`config.mk`:
```
export PLATFORM = sky130hd
export DESIGN_NAME = fetch_controller
export DESIGN_NICKNAME = d
export VERILOG_FILES = /design/src/rtl/fetch_controller.sv
export SDC_FILE = /design/constraint.sdc
export NUM_CORES = 1
export LEC_CHECK = 0
export ABC_AREA = 1
export CORE_UTILIZATION = 35
export CTS_CLUSTER_SIZE = 14
export DETAILED_ROUTE_END_ITERATION = 8
export PLACE_DENSITY_LB_ADDON = 0.12
export REMOVE_ABC_BUFFERS = 1
export SLEW_MARGIN = 20
export SYNTH_ARGS = -nofsm -noshare
export SYNTH_HDL_FRONTEND = slang
export SYNTH_SLANG_ARGS = --single-unit
```
`constraint.sdc`:
```
create_clock -name clk -period 3.1 [get_ports clk]
set_input_delay 0.465 -clock clk [delete_from_list [all_inputs] [get_ports clk]]
set_output_delay 0.465 -clock clk [all_outputs]
set_load 0.05 [all_outputs]
```
`src/rtl/fetch_controller.sv`:
```
// Fetch sequencer: owns the PC, picks the next fetch address (exception > branch > PC+4),
// runs a single-outstanding imem handshake and fills the IF/ID register under ID stalls.
module fetch_controller #(
  parameter logic [31:0] RESET_PC = 32'h0000_0000
) (
  input  logic        clk,
  input  logic        rst,
  input  logic        stall,
  input  logic        epc_ctrl,
  input  logic [31:0] jumpAddressExcept,
  input  logic        id_shouldJumpOrBranch,
  input  logic [31:0] id_jumpOrBranchPc,
  output logic        imem_req,
  output logic [31:0] imem_addr,
  input  logic        imem_ready,
  input  logic [31:0] imem_rdata,
  output logic [31:0] pc,
  output logic        if_valid,
  output logic [31:0] if_inst,
  output logic [31:0] if_pc,
  output logic [31:0] if_pc_4,
  output logic [1:0]  o_dbg_state
);

  typedef enum logic [1:0] {
    S_FETCH   = 2'd0,
    S_HOLD    = 2'd1,
    S_DISCARD = 2'd2
  } state_t;

  state_t      r_state;
  logic [31:0] r_pc;
  logic [31:0] r_addr;
  logic [31:0] r_buf_inst;
  logic [31:0] r_buf_pc;
  logic        r_if_valid;
  logic [31:0] r_if_inst;
  logic [31:0] r_if_pc;
  logic [31:0] r_if_pc_4;

  logic        w_accept;
  logic        w_flush;
  logic [31:0] w_pc_plus4;
  logic [31:0] w_target;

  assign w_accept   = !r_if_valid || !stall;
  assign w_flush    = epc_ctrl || (id_shouldJumpOrBranch && !stall);
  assign w_pc_plus4 = r_pc + 32'd4;
  assign w_target   = epc_ctrl              ? jumpAddressExcept :
                      id_shouldJumpOrBranch ? id_jumpOrBranchPc : w_pc_plus4;

  // Handshake: a request is live whenever imem_req=1; it completes in the cycle
  // imem_ready=1, and until then imem_addr is frozen at r_addr.
  assign imem_req    = !rst && (r_state != S_HOLD);
  assign imem_addr   = r_addr;
  assign pc          = r_pc;
  assign if_valid    = r_if_valid;
  assign if_inst     = r_if_inst;
  assign if_pc       = r_if_pc;
  assign if_pc_4     = r_if_pc_4;
  assign o_dbg_state = r_state;

  always_ff @(posedge clk) begin
    if (rst) begin
      r_state    <= S_FETCH;
      r_pc       <= RESET_PC;
      r_addr     <= RESET_PC;
      r_buf_inst <= 32'd0;
      r_buf_pc   <= 32'd0;
      r_if_valid <= 1'b0;
      r_if_inst  <= 32'd0;
      r_if_pc    <= 32'd0;
      r_if_pc_4  <= 32'd0;
    end else begin
      // Default IF/ID behaviour; a load below overrides the valid bit.
      if (w_flush || !stall) begin
        r_if_valid <= 1'b0;
      end

      case (r_state)
        S_FETCH: begin
          if (w_flush) begin
            r_pc <= w_target;
            if (imem_ready) begin
              r_addr <= w_target;
            end else begin
              r_state <= S_DISCARD;
            end
          end else if (imem_ready) begin
            r_pc   <= w_pc_plus4;
            r_addr <= w_pc_plus4;
            if (w_accept) begin
              r_if_valid <= 1'b1;
              r_if_inst  <= imem_rdata;
              r_if_pc    <= r_addr;
              r_if_pc_4  <= r_addr + 32'd4;
            end else begin
              r_buf_inst <= imem_rdata;
              r_buf_pc   <= r_addr;
              r_state    <= S_HOLD;
            end
          end
        end

        S_HOLD: begin
          if (w_flush) begin
            r_pc    <= w_target;
            r_addr  <= w_target;
            r_state <= S_FETCH;
          end else if (w_accept) begin
            r_if_valid <= 1'b1;
            r_if_inst  <= r_buf_inst;
            r_if_pc    <= r_buf_pc;
            r_if_pc_4  <= r_buf_pc + 32'd4;
            r_state    <= S_FETCH;
          end
        end

        S_DISCARD: begin
          // The wrong-path word is dropped; the newest redirect target is fetched next.
          if (w_flush) begin
            r_pc <= w_target;
          end
          if (imem_ready) begin
            r_addr  <= w_flush ? w_target : r_pc;
            r_state <= S_FETCH;
          end
        end

        default: r_state <= S_FETCH;
      endcase
    end
  end

endmodule
```
==> metrics list <==
* Result of the run: finished, final reports clean
- Share of power burned in combinational logic: 0.472
- After clock tree synthesis, the clock-pin slew on the worst setup and hold paths is 60 ps.
- 266 I/O pins were placed.
- Count of flip-flops with a built-in enable after synthesis: 0
- On the worst path, the slowest cell contributes a delay of approximately 860 ps.
- The worst setup path is of the reg -> out kind.
- FP Rows: 68
* Switching part of the total: 0.463
* Setup Buffers After CTS: 0
* Most common library cell in the layout ignoring fill and taps: sky130_fd_sc_hd__nand2_1
* Critical Path Fanout Max: 38
- For this run, the number of Yosys warnings is 0.
- Cell area after layout: roughly 0.016 mm^2
* Gpl congestion: between 0.9 and 1
* Fill count: about 3.7k
* Largest net degree at the start of global routing: 80
- Between clock sinks in the finished design, the worst skew comes to 22.2 ps.
* Routed WL per cell: roughly 17 um
- Min cycle time layout: around 3000 ps
* Cell total after placement: approximately 2.6k
- Count of final setup violators: 0
- Number of clock sinks seen by CTS: between 200 and 250
- Part of the power in the clock network: 0.230
* Dominant cell type by area after synthesis: sky130_fd_sc_hd__dfxtp_1
- After detailed routing, the number of vias per cell comes to 5.07.
* Height of the chip: roughly 190 um
- Latest clock arrival within the worst-skew pair: around 560 ps
- The repair_antennas step left the layout with diodes totalling 0.
* Initial antenna violation count: 0
* Crit share post-route: 0.967
- Kind of capture point of the worst setup path: primary output
- Seq pwr share: 0.297
* Number of different library cells in the post-synthesis netlist: 53
* Residual DRC: 0
- Die Area: between 0.03 and 0.04 mm^2
- The largest individual stage delay along the critical path comes from the cell sky130_fd_sc_hd__clkdlybuf4s50_1.
- Total net switching power: around 6 mW
- Most used flip-flop cell after synthesis: sky130_fd_sc_hd__dfxtp_1
* Worst path arrival time: about 2500 ps
* Ratio of cells with drive above 1 in the final layout: 0.0667
- Max-capacitance violation count: 0
- Data on the critical path is required at its endpoint by about 2600 ps.
- GR Overflow Total: 0
- For this design the static power due to leakage is about 6.9 nW.
* Half-perimeter wire length after placement: between 30,000 and 40,000 um
- Vias after detailed routing: about 13k
- Measured along the x axis, the die boundary spans 191 um.
- CTS tree: done
- The via count of the first global-routing pass was roughly 13k.
- The first detailed-routing pass ran for 6 iterations.
- Area share of the largest cell type after synthesis: 0.360
- The number of hold buffers added after CTS was 0.
- For the pin with the worst max-slew slack, the measured transition is a little over 700 ps.
* Slew Limit Fails: 0
- Count of nets after finishing: 2,294
* Setup repair after global routing missed its margin: no
- Counting flops and latches in the post-synthesis netlist gives between 200 and 250.
* Fmax: ~0.33 GHz
* Dominant cells by area after synthesis: sky130_fd_sc_hd__dfxtp_1, sky130_fd_sc_hd__nand2_1, sky130_fd_sc_hd__nor2_1, sky130_fd_sc_hd__o21ai_0, sky130_fd_sc_hd__a21oi_1
- In this run the number of H-tree levels came out at 1.
* Global-route wire length before repair: 69,200 um
* Port bufs: about 270
* Final-report hold violation count: 0
- The top cell types in the final layout, fill and taps aside, are sky130_fd_sc_hd__nand2_1, sky130_fd_sc_hd__nor2_1, sky130_fd_sc_hd__clkdlybuf4s50_1.
- The routed design has 45,100 um of wire.
* Iteration-0 DRC count of the detailed router: just over 1k
- For this run, the register share of the synthesized area comes to 0.360.
- In the final layout, flip-flops and latches occupy between 0.004 and 0.005 mm^2.
- Cell internal power was estimated by the tool at 7.08 mW.
* Core box area: roughly 0.035 mm^2
* Synthesized instance count: about 2.0k
- Area added between synthesis and finish: 31.1%
- Worst VDD drop: ~0.00049 V
- Syn Area/Cell: approximately 6.3 um^2
- The finished layout holds ~2.7k standard cells, fillers aside.
* Clock buffer depth: 3
- For this configuration, the core starts out at a cell density of 0.359.
* Worst-case register-to-register setup slack: roughly 170 ps
- In this run the worst hold path is classified as reg -> reg.
- Number of buffers created by CTS: 27
- Post-synthesis cell area: 0.0125 mm^2
* Critical Path Start Type: register
- Share of synthesized flip-flops with an asynchronous set or reset: 0
* Total routing usage reported by global routing: 0.239
* List of cells traversed by the critical path: inv_1 > ha_4 > buf_16 > nor2_1 > clkdlybuf4s50_1
* Post-DP Area: roughly 0.016 mm^2
- The count of nets left with antenna violations once routing finished came out at 0.
- The multi-input combinational cells in the finished layout cover a total of slightly below 0.007 mm^2.
- Clock Root Buffer: sky130_fd_sc_hd__clkbuf_16
* Remaining max-slew budget at the tightest pin: 0.521
* Count of instances resized after the clock tree is built: 0
* Pwr Density: around 800 mW/mm^2
metal layers:
metal,global-route usage,part of all wire,up-vias
met2,0.392,0.45,501
met1,0.317,0.45,6063
met3,0.0387,0.069,73
li1,-,-,6831
met5,0,0,-
met4,0.0797,0.026,0
final cells by class:
cell class                 instances  share of cell area
clock inverter                     9             0.00519
sequential                       225               0.275
tap                              455              0.0347
timing repair buffer             299               0.184
clock buffer                      38              0.0455
inverter                         154              0.0355
multi-input combinational       1479               0.421
worst max-delay path, delay by kind of cell (launching register included):
kind,cells,cell delay (ps)
adder cells (fa/ha/maj),1,270
AND/OR/NAND/NOR,1,120
flip-flops,1,380
buffers and inverters,3,1190
power groups by stage:
stage | Sequential (mW) | Combinational (mW) | Clock (mW)
finish | 3.92 | 6.23 | 3.04
global route | 3.99 | 6.71 | 3.23
CTS | 3.93 | 6.18 | 3.11
detailed placement | 3.98 | 6.16 | 0
global placement | 3.99 | 6.12 | 0
floorplan | 5.50 | 2.30 | 0
metrics by stage:
stage / setup slack (ps) / hold WS (ps) / setup TNS (ps) / power (mW) / util
2_1_floorplan: -2490 / 431 / -410860 / 7.80 / -
4_1_cts: 43.3 / 450 / 0 / 13.2 / 0.469
5_1_grt: 0.985 / 479 / 0 / 13.9 / 0.470
3_5_place_dp: 99.6 / 441 / 0 / 10.1 / 0.445
3_3_place_gp: 126 / 437 / 0 / 10.1 / 0.445
6_report: 101 / 449 / 0 / 13.2 / 0.470
logic make-up after synthesis:
logic type	count (synthesis)	share of synthesized area
AOI/OAI and AO/OA	439	0.195
xor gates and xnor gates	17	0.0119
adders and majority gates	6	0.00600
buffers and inverters	273	0.0907
DFF	225	0.360
muxes	1	0.000800
and+or+nand+nor	1016	0.336
registers in the layout, indices dropped and copies added (netlist names):
name / count
r_buf_pc: 32
if_valid: 1
if_pc: 32
r_buf_inst: 32
o_dbg_state: 2
pc: 32
if_pc_4: 30
if_inst: 32
imem_addr: 32
final timing paths:
path,startpoint,endpoint,depth (start not counted)
max,o_dbg_state[1]$_SDFFE_PP0P_,imem_req,5
min,r_buf_pc[21]$_SDFFE_PP0P_,r_buf_pc[21]$_SDFFE_PP0P_,2
max reg2reg,o_dbg_state[1]$_SDFFE_PP0P_,if_pc_4[31]$_SDFFE_PP0P_,13
min reg2reg,r_buf_pc[21]$_SDFFE_PP0P_,r_buf_pc[21]$_SDFFE_PP0P_,2
synth_stat cells, drive strengths merged (15+ instances only):
library cell and count:
nand2 563, a21oi 127, buf 44, inv 153, dfxtp 225, nand3 99, xor2 15, o21ai 230
o211ai 16, clkbuf 75, nor2 322, a31oi 40
Note: power is estimated with default switching activity, not from simulation.
